<file path="src/rtl/id_pipe_pkg.sv">
// Shared decode constants for the ID stage: RV32I opcode classes, ALU op codes
// and the operand-1 source selector.
package id_pipe_pkg;

  localparam int unsigned XLEN_DEF    = 32;
  localparam int unsigned AW_DEF      = 5;
  localparam int unsigned ALUOP_W_DEF = 4;

  typedef enum logic [6:0] {
    INST_TYPE_OP_IMM = 7'b0010011,
    INST_TYPE_OP     = 7'b0110011,
    INST_TYPE_BRANCH = 7'b1100011,
    INST_TYPE_LUI    = 7'b0110111,
    INST_TYPE_AUIPC  = 7'b0010111,
    INST_TYPE_JAL    = 7'b1101111,
    INST_TYPE_JALR   = 7'b1100111,
    INST_TYPE_LOAD   = 7'b0000011,
    INST_TYPE_STORE  = 7'b0100011
  } inst_type_e;

  localparam logic [6:0] F7_BASE   = 7'b0000000;
  localparam logic [6:0] F7_ALT    = 7'b0100000;
  localparam logic [2:0] F3_WORD   = 3'b010;

  localparam logic [3:0] ALU_ADD  = 4'd0;
  localparam logic [3:0] ALU_SUB  = 4'd1;
  localparam logic [3:0] ALU_SLL  = 4'd2;
  localparam logic [3:0] ALU_SLT  = 4'd3;
  localparam logic [3:0] ALU_SLTU = 4'd4;
  localparam logic [3:0] ALU_XOR  = 4'd5;
  localparam logic [3:0] ALU_SRL  = 4'd6;
  localparam logic [3:0] ALU_SRA  = 4'd7;
  localparam logic [3:0] ALU_OR   = 4'd8;
  localparam logic [3:0] ALU_AND  = 4'd9;

  typedef enum logic [1:0] {
    OP1_RS1  = 2'd0,
    OP1_ZERO = 2'd1,
    OP1_PC   = 2'd2
  } op1_sel_e;

endpackage

</file>
<file path="src/rtl/id_decode_core.sv">
// Purely combinational RV32I decode: instruction word to immediate, ALU op,
// class flags and register usage. Illegal encodings come out with everything zeroed.
module id_decode_core
  import id_pipe_pkg::*;
#(
  parameter int unsigned XLEN    = XLEN_DEF,
  parameter int unsigned AW      = AW_DEF,
  parameter int unsigned ALUOP_W = ALUOP_W_DEF
) (
  input  logic [31:0]        inst_i,
  output logic [AW-1:0]      rs1_addr_o,
  output logic [AW-1:0]      rs2_addr_o,
  output logic [AW-1:0]      rd_addr_o,
  output logic [XLEN-1:0]    imm_o,
  output logic [ALUOP_W-1:0] alu_op_o,
  output logic               reg_wen_o,
  output op1_sel_e           op1_sel_o,
  output logic               op2_rs2_o,
  output logic               is_load_o,
  output logic               is_store_o,
  output logic               is_branch_o,
  output logic               is_jump_o,
  output logic               illegal_o
);

  logic [6:0]  opcode;
  logic [2:0]  funct3;
  logic [6:0]  funct7;
  logic [31:0] immI, immS, immB, immU, immJ;

  logic [31:0] imm32;
  logic [3:0]  alu;
  logic        use1, use2, wr, legal, ld, st, br, jp;
  op1_sel_e    sel;

  assign opcode = inst_i[6:0];
  assign funct3 = inst_i[14:12];
  assign funct7 = inst_i[31:25];

  assign immI = {{20{inst_i[31]}}, inst_i[31:20]};
  assign immS = {{20{inst_i[31]}}, inst_i[31:25], inst_i[11:7]};
  assign immB = {{19{inst_i[31]}}, inst_i[31], inst_i[7], inst_i[30:25], inst_i[11:8], 1'b0};
  assign immU = {inst_i[31:12], 12'b0};
  assign immJ = {{11{inst_i[31]}}, inst_i[31], inst_i[19:12], inst_i[20], inst_i[30:21], 1'b0};

  always_comb begin
    imm32 = '0;
    alu   = ALU_ADD;
    use1  = 1'b0;
    use2  = 1'b0;
    wr    = 1'b0;
    legal = 1'b1;
    ld    = 1'b0;
    st    = 1'b0;
    br    = 1'b0;
    jp    = 1'b0;
    sel   = OP1_RS1;
    case (opcode)
      INST_TYPE_OP_IMM: begin
        use1  = 1'b1;
        wr    = 1'b1;
        imm32 = immI;
        case (funct3)
          3'b000:  alu = ALU_ADD;
          3'b010:  alu = ALU_SLT;
          3'b011:  alu = ALU_SLTU;
          3'b100:  alu = ALU_XOR;
          3'b110:  alu = ALU_OR;
          3'b111:  alu = ALU_AND;
          3'b001: begin
            alu   = ALU_SLL;
            legal = (funct7 == F7_BASE);
          end
          default: begin
            // Shift-right immediates carry the arithmetic select in funct7
            if (funct7 == F7_BASE)     alu = ALU_SRL;
            else if (funct7 == F7_ALT) alu = ALU_SRA;
            else                       legal = 1'b0;
          end
        endcase
      end
      INST_TYPE_OP: begin
        use1 = 1'b1;
        use2 = 1'b1;
        wr   = 1'b1;
        if (funct7 == F7_BASE) begin
          case (funct3)
            3'b000:  alu = ALU_ADD;
            3'b001:  alu = ALU_SLL;
            3'b010:  alu = ALU_SLT;
            3'b011:  alu = ALU_SLTU;
            3'b100:  alu = ALU_XOR;
            3'b101:  alu = ALU_SRL;
            3'b110:  alu = ALU_OR;
            default: alu = ALU_AND;
          endcase
        end else if (funct7 == F7_ALT && funct3 == 3'b000) begin
          alu = ALU_SUB;
        end else if (funct7 == F7_ALT && funct3 == 3'b101) begin
          alu = ALU_SRA;
        end else begin
          legal = 1'b0;
        end
      end
      INST_TYPE_BRANCH: begin
        use1  = 1'b1;
        use2  = 1'b1;
        br    = 1'b1;
        imm32 = immB;
        // Equality compares subtract; ordered compares reuse the set-less-than ops
        case (funct3)
          3'b000, 3'b001: alu = ALU_SUB;
          3'b100, 3'b101: alu = ALU_SLT;
          3'b110, 3'b111: alu = ALU_SLTU;
          default:        legal = 1'b0;
        endcase
      end
      INST_TYPE_LUI: begin
        wr    = 1'b1;
        imm32 = immU;
        sel   = OP1_ZERO;
      end
      INST_TYPE_AUIPC: begin
        wr    = 1'b1;
        imm32 = immU;
        sel   = OP1_PC;
      end
      INST_TYPE_JAL: begin
        wr    = 1'b1;
        jp    = 1'b1;
        imm32 = immJ;
        sel   = OP1_PC;
      end
      INST_TYPE_JALR: begin
        use1  = 1'b1;
        wr    = 1'b1;
        jp    = 1'b1;
        imm32 = immI;
        legal = (funct3 == 3'b000);
      end
      INST_TYPE_LOAD: begin
        use1  = 1'b1;
        wr    = 1'b1;
        ld    = 1'b1;
        imm32 = immI;
        legal = (funct3 == F3_WORD);
      end
      INST_TYPE_STORE: begin
        use1  = 1'b1;
        use2  = 1'b1;
        st    = 1'b1;
        imm32 = immS;
        legal = (funct3 == F3_WORD);
      end
      default: legal = 1'b0;
    endcase
  end

  always_comb begin
    rs1_addr_o  = (legal && use1) ? AW'(inst_i[19:15]) : '0;
    rs2_addr_o  = (legal && use2) ? AW'(inst_i[24:20]) : '0;
    rd_addr_o   = (legal && wr)   ? AW'(inst_i[11:7])  : '0;
    reg_wen_o   = legal && wr && (inst_i[11:7] != 5'd0);
    imm_o       = legal ? XLEN'($signed(imm32)) : '0;
    alu_op_o    = legal ? ALUOP_W'(alu) : '0;
    op1_sel_o   = sel;
    op2_rs2_o   = legal && use2;
    is_load_o   = legal && ld;
    is_store_o  = legal && st;
    is_branch_o = legal && br;
    is_jump_o   = legal && jp;
    illegal_o   = !legal;
  end

endmodule

</file>
<file path="src/rtl/id_pipe.sv">
// Registered decode stage: decode, WB bypass, load-use stall, flush and a
// valid/ready output register between if_id and execute.
module id_pipe
  import id_pipe_pkg::*;
#(
  parameter int unsigned XLEN    = XLEN_DEF,
  parameter int unsigned AW      = AW_DEF,
  parameter int unsigned ALUOP_W = ALUOP_W_DEF
) (
  input  logic               clk,
  input  logic               rst,
  input  logic               in_valid_i,
  output logic               in_ready_o,
  input  logic [31:0]        inst_i,
  input  logic [XLEN-1:0]    inst_addr_i,
  output logic [AW-1:0]      rs1_addr_o,
  output logic [AW-1:0]      rs2_addr_o,
  input  logic [XLEN-1:0]    rs1_data_i,
  input  logic [XLEN-1:0]    rs2_data_i,
  input  logic               wb_wen_i,
  input  logic [AW-1:0]      wb_addr_i,
  input  logic [XLEN-1:0]    wb_data_i,
  input  logic               flush_i,
  output logic               out_valid_o,
  input  logic               out_ready_i,
  output logic [31:0]        inst_o,
  output logic [XLEN-1:0]    inst_addr_o,
  output logic [XLEN-1:0]    op1_o,
  output logic [XLEN-1:0]    op2_o,
  output logic [XLEN-1:0]    imm_o,
  output logic [ALUOP_W-1:0] alu_op_o,
  output logic [AW-1:0]      rd_addr_o,
  output logic               reg_wen_o,
  output logic               is_load_o,
  output logic               is_store_o,
  output logic               is_branch_o,
  output logic               is_jump_o,
  output logic               illegal_o
);

  logic [AW-1:0]      decRd;
  logic [XLEN-1:0]    decImm;
  logic [ALUOP_W-1:0] decAlu;
  logic               decWen, decOp2Rs2, decLd, decSt, decBr, decJp, decIll;
  op1_sel_e           decOp1Sel;

  id_decode_core #(.XLEN(XLEN), .AW(AW), .ALUOP_W(ALUOP_W)) u_decode (
    .inst_i      (inst_i),
    .rs1_addr_o  (rs1_addr_o),
    .rs2_addr_o  (rs2_addr_o),
    .rd_addr_o   (decRd),
    .imm_o       (decImm),
    .alu_op_o    (decAlu),
    .reg_wen_o   (decWen),
    .op1_sel_o   (decOp1Sel),
    .op2_rs2_o   (decOp2Rs2),
    .is_load_o   (decLd),
    .is_store_o  (decSt),
    .is_branch_o (decBr),
    .is_jump_o   (decJp),
    .illegal_o   (decIll)
  );

  logic               valid_q, valid_d;
  logic [31:0]        inst_q, inst_d;
  logic [XLEN-1:0]    pc_q, pc_d, op1_q, op1_d, op2_q, op2_d, imm_q, imm_d;
  logic [ALUOP_W-1:0] alu_q, alu_d;
  logic [AW-1:0]      rd_q, rd_d;
  logic               wen_q, wen_d, ld_q, ld_d, st_q, st_d;
  logic               br_q, br_d, jp_q, jp_d, ill_q, ill_d;

  logic [XLEN-1:0]    rs1Fwd, rs2Fwd, op1Dec, op2Dec;
  logic               hazard, accept;

  // A writeback to the register being read this cycle wins over the stale regfile value
  assign rs1Fwd = (wb_wen_i && wb_addr_i != '0 && wb_addr_i == rs1_addr_o) ? wb_data_i : rs1_data_i;
  assign rs2Fwd = (wb_wen_i && wb_addr_i != '0 && wb_addr_i == rs2_addr_o) ? wb_data_i : rs2_data_i;

  always_comb begin
    op1Dec = rs1Fwd;
    if (decIll)                    op1Dec = '0;
    else if (decOp1Sel == OP1_ZERO) op1Dec = '0;
    else if (decOp1Sel == OP1_PC)   op1Dec = inst_addr_i;
    op2Dec = decIll ? '0 : (decOp2Rs2 ? rs2Fwd : decImm);
  end

  // Unused source addresses are forced to zero, so matching rd (nonzero) implies a real use
  assign hazard = valid_q && ld_q && (rd_q != '0) && in_valid_i &&
                  ((rs1_addr_o == rd_q) || (rs2_addr_o == rd_q));

  assign in_ready_o = flush_i | ((!valid_q | out_ready_i) & !hazard);
  assign accept     = in_valid_i && in_ready_o && !flush_i;

  always_comb begin
    valid_d = valid_q;
    inst_d  = inst_q;
    pc_d    = pc_q;
    op1_d   = op1_q;
    op2_d   = op2_q;
    imm_d   = imm_q;
    alu_d   = alu_q;
    rd_d    = rd_q;
    wen_d   = wen_q;
    ld_d    = ld_q;
    st_d    = st_q;
    br_d    = br_q;
    jp_d    = jp_q;
    ill_d   = ill_q;
    if (flush_i) begin
      valid_d = 1'b0;
    end else if (accept) begin
      valid_d = 1'b1;
      inst_d  = inst_i;
      pc_d    = inst_addr_i;
      op1_d   = op1Dec;
      op2_d   = op2Dec;
      imm_d   = decImm;
      alu_d   = decAlu;
      rd_d    = decRd;
      wen_d   = decWen;
      ld_d    = decLd;
      st_d    = decSt;
      br_d    = decBr;
      jp_d    = decJp;
      ill_d   = decIll;
    end else if (out_ready_i) begin
      valid_d = 1'b0;
    end
  end

  always_ff @(posedge clk) begin
    if (rst) begin
      valid_q <= 1'b0;
      inst_q  <= '0;
      pc_q    <= '0;
      op1_q   <= '0;
      op2_q   <= '0;
      imm_q   <= '0;
      alu_q   <= '0;
      rd_q    <= '0;
      wen_q   <= 1'b0;
      ld_q    <= 1'b0;
      st_q    <= 1'b0;
      br_q    <= 1'b0;
      jp_q    <= 1'b0;
      ill_q   <= 1'b0;
    end else begin
      valid_q <= valid_d;
      inst_q  <= inst_d;
      pc_q    <= pc_d;
      op1_q   <= op1_d;
      op2_q   <= op2_d;
      imm_q   <= imm_d;
      alu_q   <= alu_d;
      rd_q    <= rd_d;
      wen_q   <= wen_d;
      ld_q    <= ld_d;
      st_q    <= st_d;
      br_q    <= br_d;
      jp_q    <= jp_d;
      ill_q   <= ill_d;
    end
  end

  assign out_valid_o = valid_q;
  assign inst_o      = inst_q;
  assign inst_addr_o = pc_q;
  assign op1_o       = op1_q;
  assign op2_o       = op2_q;
  assign imm_o       = imm_q;
  assign alu_op_o    = alu_q;
  assign rd_addr_o   = rd_q;
  assign reg_wen_o   = wen_q;
  assign is_load_o   = ld_q;
  assign is_store_o  = st_q;
  assign is_branch_o = br_q;
  assign is_jump_o   = jp_q;
  assign illegal_o   = ill_q;

endmodule

</file>
<file path="config.mk">
export PLATFORM = sky130hd
export DESIGN_NAME = id_pipe
export DESIGN_NICKNAME = d
export VERILOG_FILES = /design/src/rtl/id_pipe_pkg.sv /design/src/rtl/id_decode_core.sv /design/src/rtl/id_pipe.sv
export SDC_FILE = /design/constraint.sdc
export NUM_CORES = 1
export LEC_CHECK = 0
export CAP_MARGIN = 5
export CORE_MARGIN = 2
export CORE_UTILIZATION = 47
export DETAILED_ROUTE_END_ITERATION = 12
export HOLD_SLACK_MARGIN = 0.12
export PLACE_DENSITY = 0.95
export SYNTH_ARGS = -nofsm -noshare
export SYNTH_HDL_FRONTEND = slang
export SYNTH_SLANG_ARGS = --single-unit
</file>
<file path="constraint.sdc">
create_clock -name clk -period 7.35 [get_ports clk]
set_clock_uncertainty 0.2 [all_clocks]
set_input_delay 1.8375 -clock clk [delete_from_list [all_inputs] [get_ports clk]]
set_output_delay 1.8375 -clock clk [all_outputs]
set_load 0.05 [all_outputs]
</file>
==> flow_metrics.py <==
metrics = {
    "global_routing": {
        "antenna_found_initial": 2,
        "grt_usage_pct": 36.46,
        "grt_pass1_wl_mm": 55.63,
        "grt_pass1_vias": 9740,
        "gr-total-overflow": 0,
        "grt_max_degree": 69,
    },
    "setup_path": {
        "r2r_slack_ns": 3.97,
        "crit_slowest_cell": "clkdlybuf4s50_1",
        "startpoint_type": "input pin",
        "crit_chain": "clkdlybuf4s50_1, or3b_1, or4b_1, a31oi_4, and2_1, clkdlybuf4s50_1",
        "worst-path-buf-inv": 2,
        "cp.required_ns": 5.31,
        "crit_top_cell": "clkdlybuf4s50_1",
        "crit_family": "buffers and inverters",
        "cp-end-kind": "output pin",
        "max_stage_delay_ns": 0.80,
        "reg2reg_from": "rd_addr_o[2]$_SDFFE_PP0P_",
        "r2r_cells": 10,
        "crit_fanout": 10,
        "reg2reg_to": "op1_o[22]$_SDFFE_PP0P_",
        "crit_type": "input pin to output pin",
        "arrival_ns": 4.97,
    },
    "yosys": {
        "synthMuxAreaShare_pct": 5.341,
        "async_reset_ff_share_pct": 0,
        "yosys_warnings": 0,
        "ys_seq_elements": 176,
        "synth_top_area_share_pct": 40.87,
        "yosysTopAreaCell": "dfxtp_1",
        "synth_edf_count": 0,
        "synth_top_family_by_area": "compound AO/OA/AOI/OAI gates",
        "syn_area_per_cell_um2": 7.636,
        "yosys-top-cells-area": "dfxtp_1 41%, nand2_1 11%, a21oi_1 10%, mux2i_1 5.3%, o21ai_0 3.4%",
        "synthCells": 1129,
        "synthDistinctLibCells": 64,
        "synth_area_um2": 8621,
        "synth-simple-area-share_pct": 21.15,
        "synth.most_common_cell": "nand2_1",
        "synth_compound_area_share_pct": 26.18,
        "ys_seq_area_share_pct": 40.87,
        "synth.net_count": 1300,
        "synthAdderAreaFrac_pct": 0,
        "synth_common_cells": "252 x nand2_1, 176 x dfxtp_1, 172 x a21oi_1",
        "synth_xor_area_share_pct": 0.9144,
        "synth_flop_cell": "dfxtp_1",
    },
    "placed_design": {
        "gp_congestion": 0.9364,
        "place_area_um2": 12420,
        "dp_hpwl_mm": 27.27,
        "io_buffers": 357,
    },
    "routing": {
        "antenna_left": 0,
        "drt_iter0_drc": 922,
        "routed_wl_mm": 37.02,
        "vias": 10080,
        "drc_errors": 0,
        "viasPerCell": 5.961,
        "post_drt_wl_per_cell_um": 21.89,
        "drt_pre_antenna_iters": 8,
    },
    "min_path": {
        "whs_endpoint": "op2_o[14]$_SDFFE_PP0P_",
        "holdPathStages": 2,
        "hp-class": "flop to flop",
        "hp-start": "op2_o[14]$_SDFFE_PP0P_",
    },
    "pwr": {
        "ir_drop_uv": 145.4,
        "clkPwrFrac_pct": 39.3,
        "total_power_mw": 2.230,
        "p_leak_nw": 4.804,
        "intPower_mw": 1.612,
        "comb_power_share_pct": 16.7,
        "p_sw_uw": 617.9,
        "p_seq_share_pct": 44.0,
        "powerDensity_nw_per_um2": 171.7,
        "swShare_pct": 27.71,
    },
    "sta": {
        "finalCritPeriodShare_pct": 95.36,
        "max_slew_margin_pct": 23.60,
        "setup_tns_ns": 0,
        "hold_viol": 0,
        "min_period_ns": 7.009,
        "rsz0062_at_grt": "no",
        "setup_viol": 0,
        "hold-worst-slack_ns": 0.2492,
        "max_freq_ghz": 0.1427,
        "slew_viol_final": 0,
        "worst_pin_slew_ns": 1.142,
    },
    "outcome": {
        "status": "complete, no violations",
    },
    "clocking": {
        "cts.sinks": 176,
        "htreeDepth": 4,
        "clockBufferDepth": 2,
        "postCtsHoldBufs": 0,
        "cts_tree": "built",
        "path_clk_slew_ns": 0.07,
        "clock_latency_ns": 0.42,
        "cts_setup_buffers": 0,
        "cts_inserted_buffers": 17,
        "cts.repair.resized": 0,
        "cts_root_buf": "clkbuf_16",
    },
    "floorplan": {
        "dieArea_um2": 19440,
        "rows": 49,
        "die_h_um": 139.4,
        "initial_core_util_pct": 47.99,
        "coreArea_um2": 17960,
        "ios": 358,
        "die_w_um": 139.4,
    },
    "cells_and_area": {
        "n_fill_cell": 1363,
        "multiInputGateArea_um2": 4681,
        "area_growth_pct": 50.71,
        "seqCellArea_um2": 3523,
        "final_core_util_pct": 72.33,
        "fin_area_um2": 12990,
        "final_nets": 1618,
        "drive_gt1_share_pct": 6.644,
    },
    "flow_run": {
        "cap_violations": 0,
    },
}
## layout by cell type (no fill, tap or decap), drive strengths merged, types with 16 or more instances in the layout
cell type,synthesis,final
a31oi,17,17
clkdlybuf4s50,0,350
o31ai,18,18
o21ai,79,79
nor2,74,74
a22o,33,33
a21oi,173,173
clkbuf,51,20
buf,43,43
mux2i,46,46
nand2,253,253
dfxtp,176,176
nor3,18,18
nand3,16,16
## cell families (layout without fill, tap and decap cells)
group / Yosys count / after routing
XOR/XNOR: 9 / 9
other: 0 / 2
AO/OA/AOI/OAI: 374 / 374
buffers and inverters: 105 / 436
multiplexers: 46 / 46
flip-flops: 176 / 176
AND/OR/NAND/NOR: 419 / 419
## through the flow
| step | worst slack (ns) | instances |
|---|---|---|
| 2_1_floorplan | 1.097 | 1129 |
| 3_5_place_dp | 0.3751 | 1657 |
| 5_1_grt | 0.2723 | 1691 |
| 3_3_place_gp | 0.4287 | 1657 |
| 4_1_cts | 0.3737 | 1689 |
| 6_report | 0.3409 | 1691 |
## worst max-delay path by stage
stage | startpoint | to | cells past startpoint
6_report | inst_i[2] | rs1_addr_o[4] | 6
5_1_grt | inst_i[2] | rs1_addr_o[4] | 6
4_1_cts | inst_i[2] | rs1_addr_o[4] | 6
3_3_place_gp | inst_i[2] | rs1_addr_o[1] | 6
2_1_floorplan | inst_i[2] | in_ready_o | 9
3_5_place_dp | inst_i[2] | rs1_addr_o[4] | 6
## tightest hold or removal path, stage by stage (launching register included)
cell	delay, ns
dfxtp_1	0.31
nand2_1	0.05
o21ai_1	0.05
## layout make-up
type / count / area share [%]
tap: 229 / 2.205
antenna: 2 / 0.03852
clock inverter: 12 / 0.8475
timing repair buffer: 393 / 29.93
inverter: 11 / 0.3178
clock buffer: 20 / 3.515
sequential: 176 / 27.12
multi-input combinational: 848 / 36.03
## routing by layer
metal / track usage, % / up-vias / wire length, um
li1: - / 4594 / -
met1: 44.53 / 4777 / 14200
met2: 60.60 / 595 / 17600
met3: 8.293 / 114 / 3280
met4: 18.02 / 0 / 1927
met5: 0 / - / 0
## power by group through the flow
stage | Sequential (mW) | Combinational, mW | Clock, mW
2_1_floorplan | 1.07 | 0.106 | 0
3_3_place_gp | 1.00 | 0.360 | 0
3_5_place_dp | 1.00 | 0.365 | 0
4_1_cts | 0.982 | 0.367 | 0.883
5_1_grt | 0.984 | 0.388 | 0.924
6_report | 0.982 | 0.371 | 0.877
## flip-flops by register name, summed over array words and instances, names as in the netlist, 4 cells and up
name,count
imm_o,32
inst_addr_o,32
inst_o,32
op1_o,32
op2_o,32
rd_addr_o,5
alu_op_o,4
Note: power is estimated with default switching activity, not from simulation.
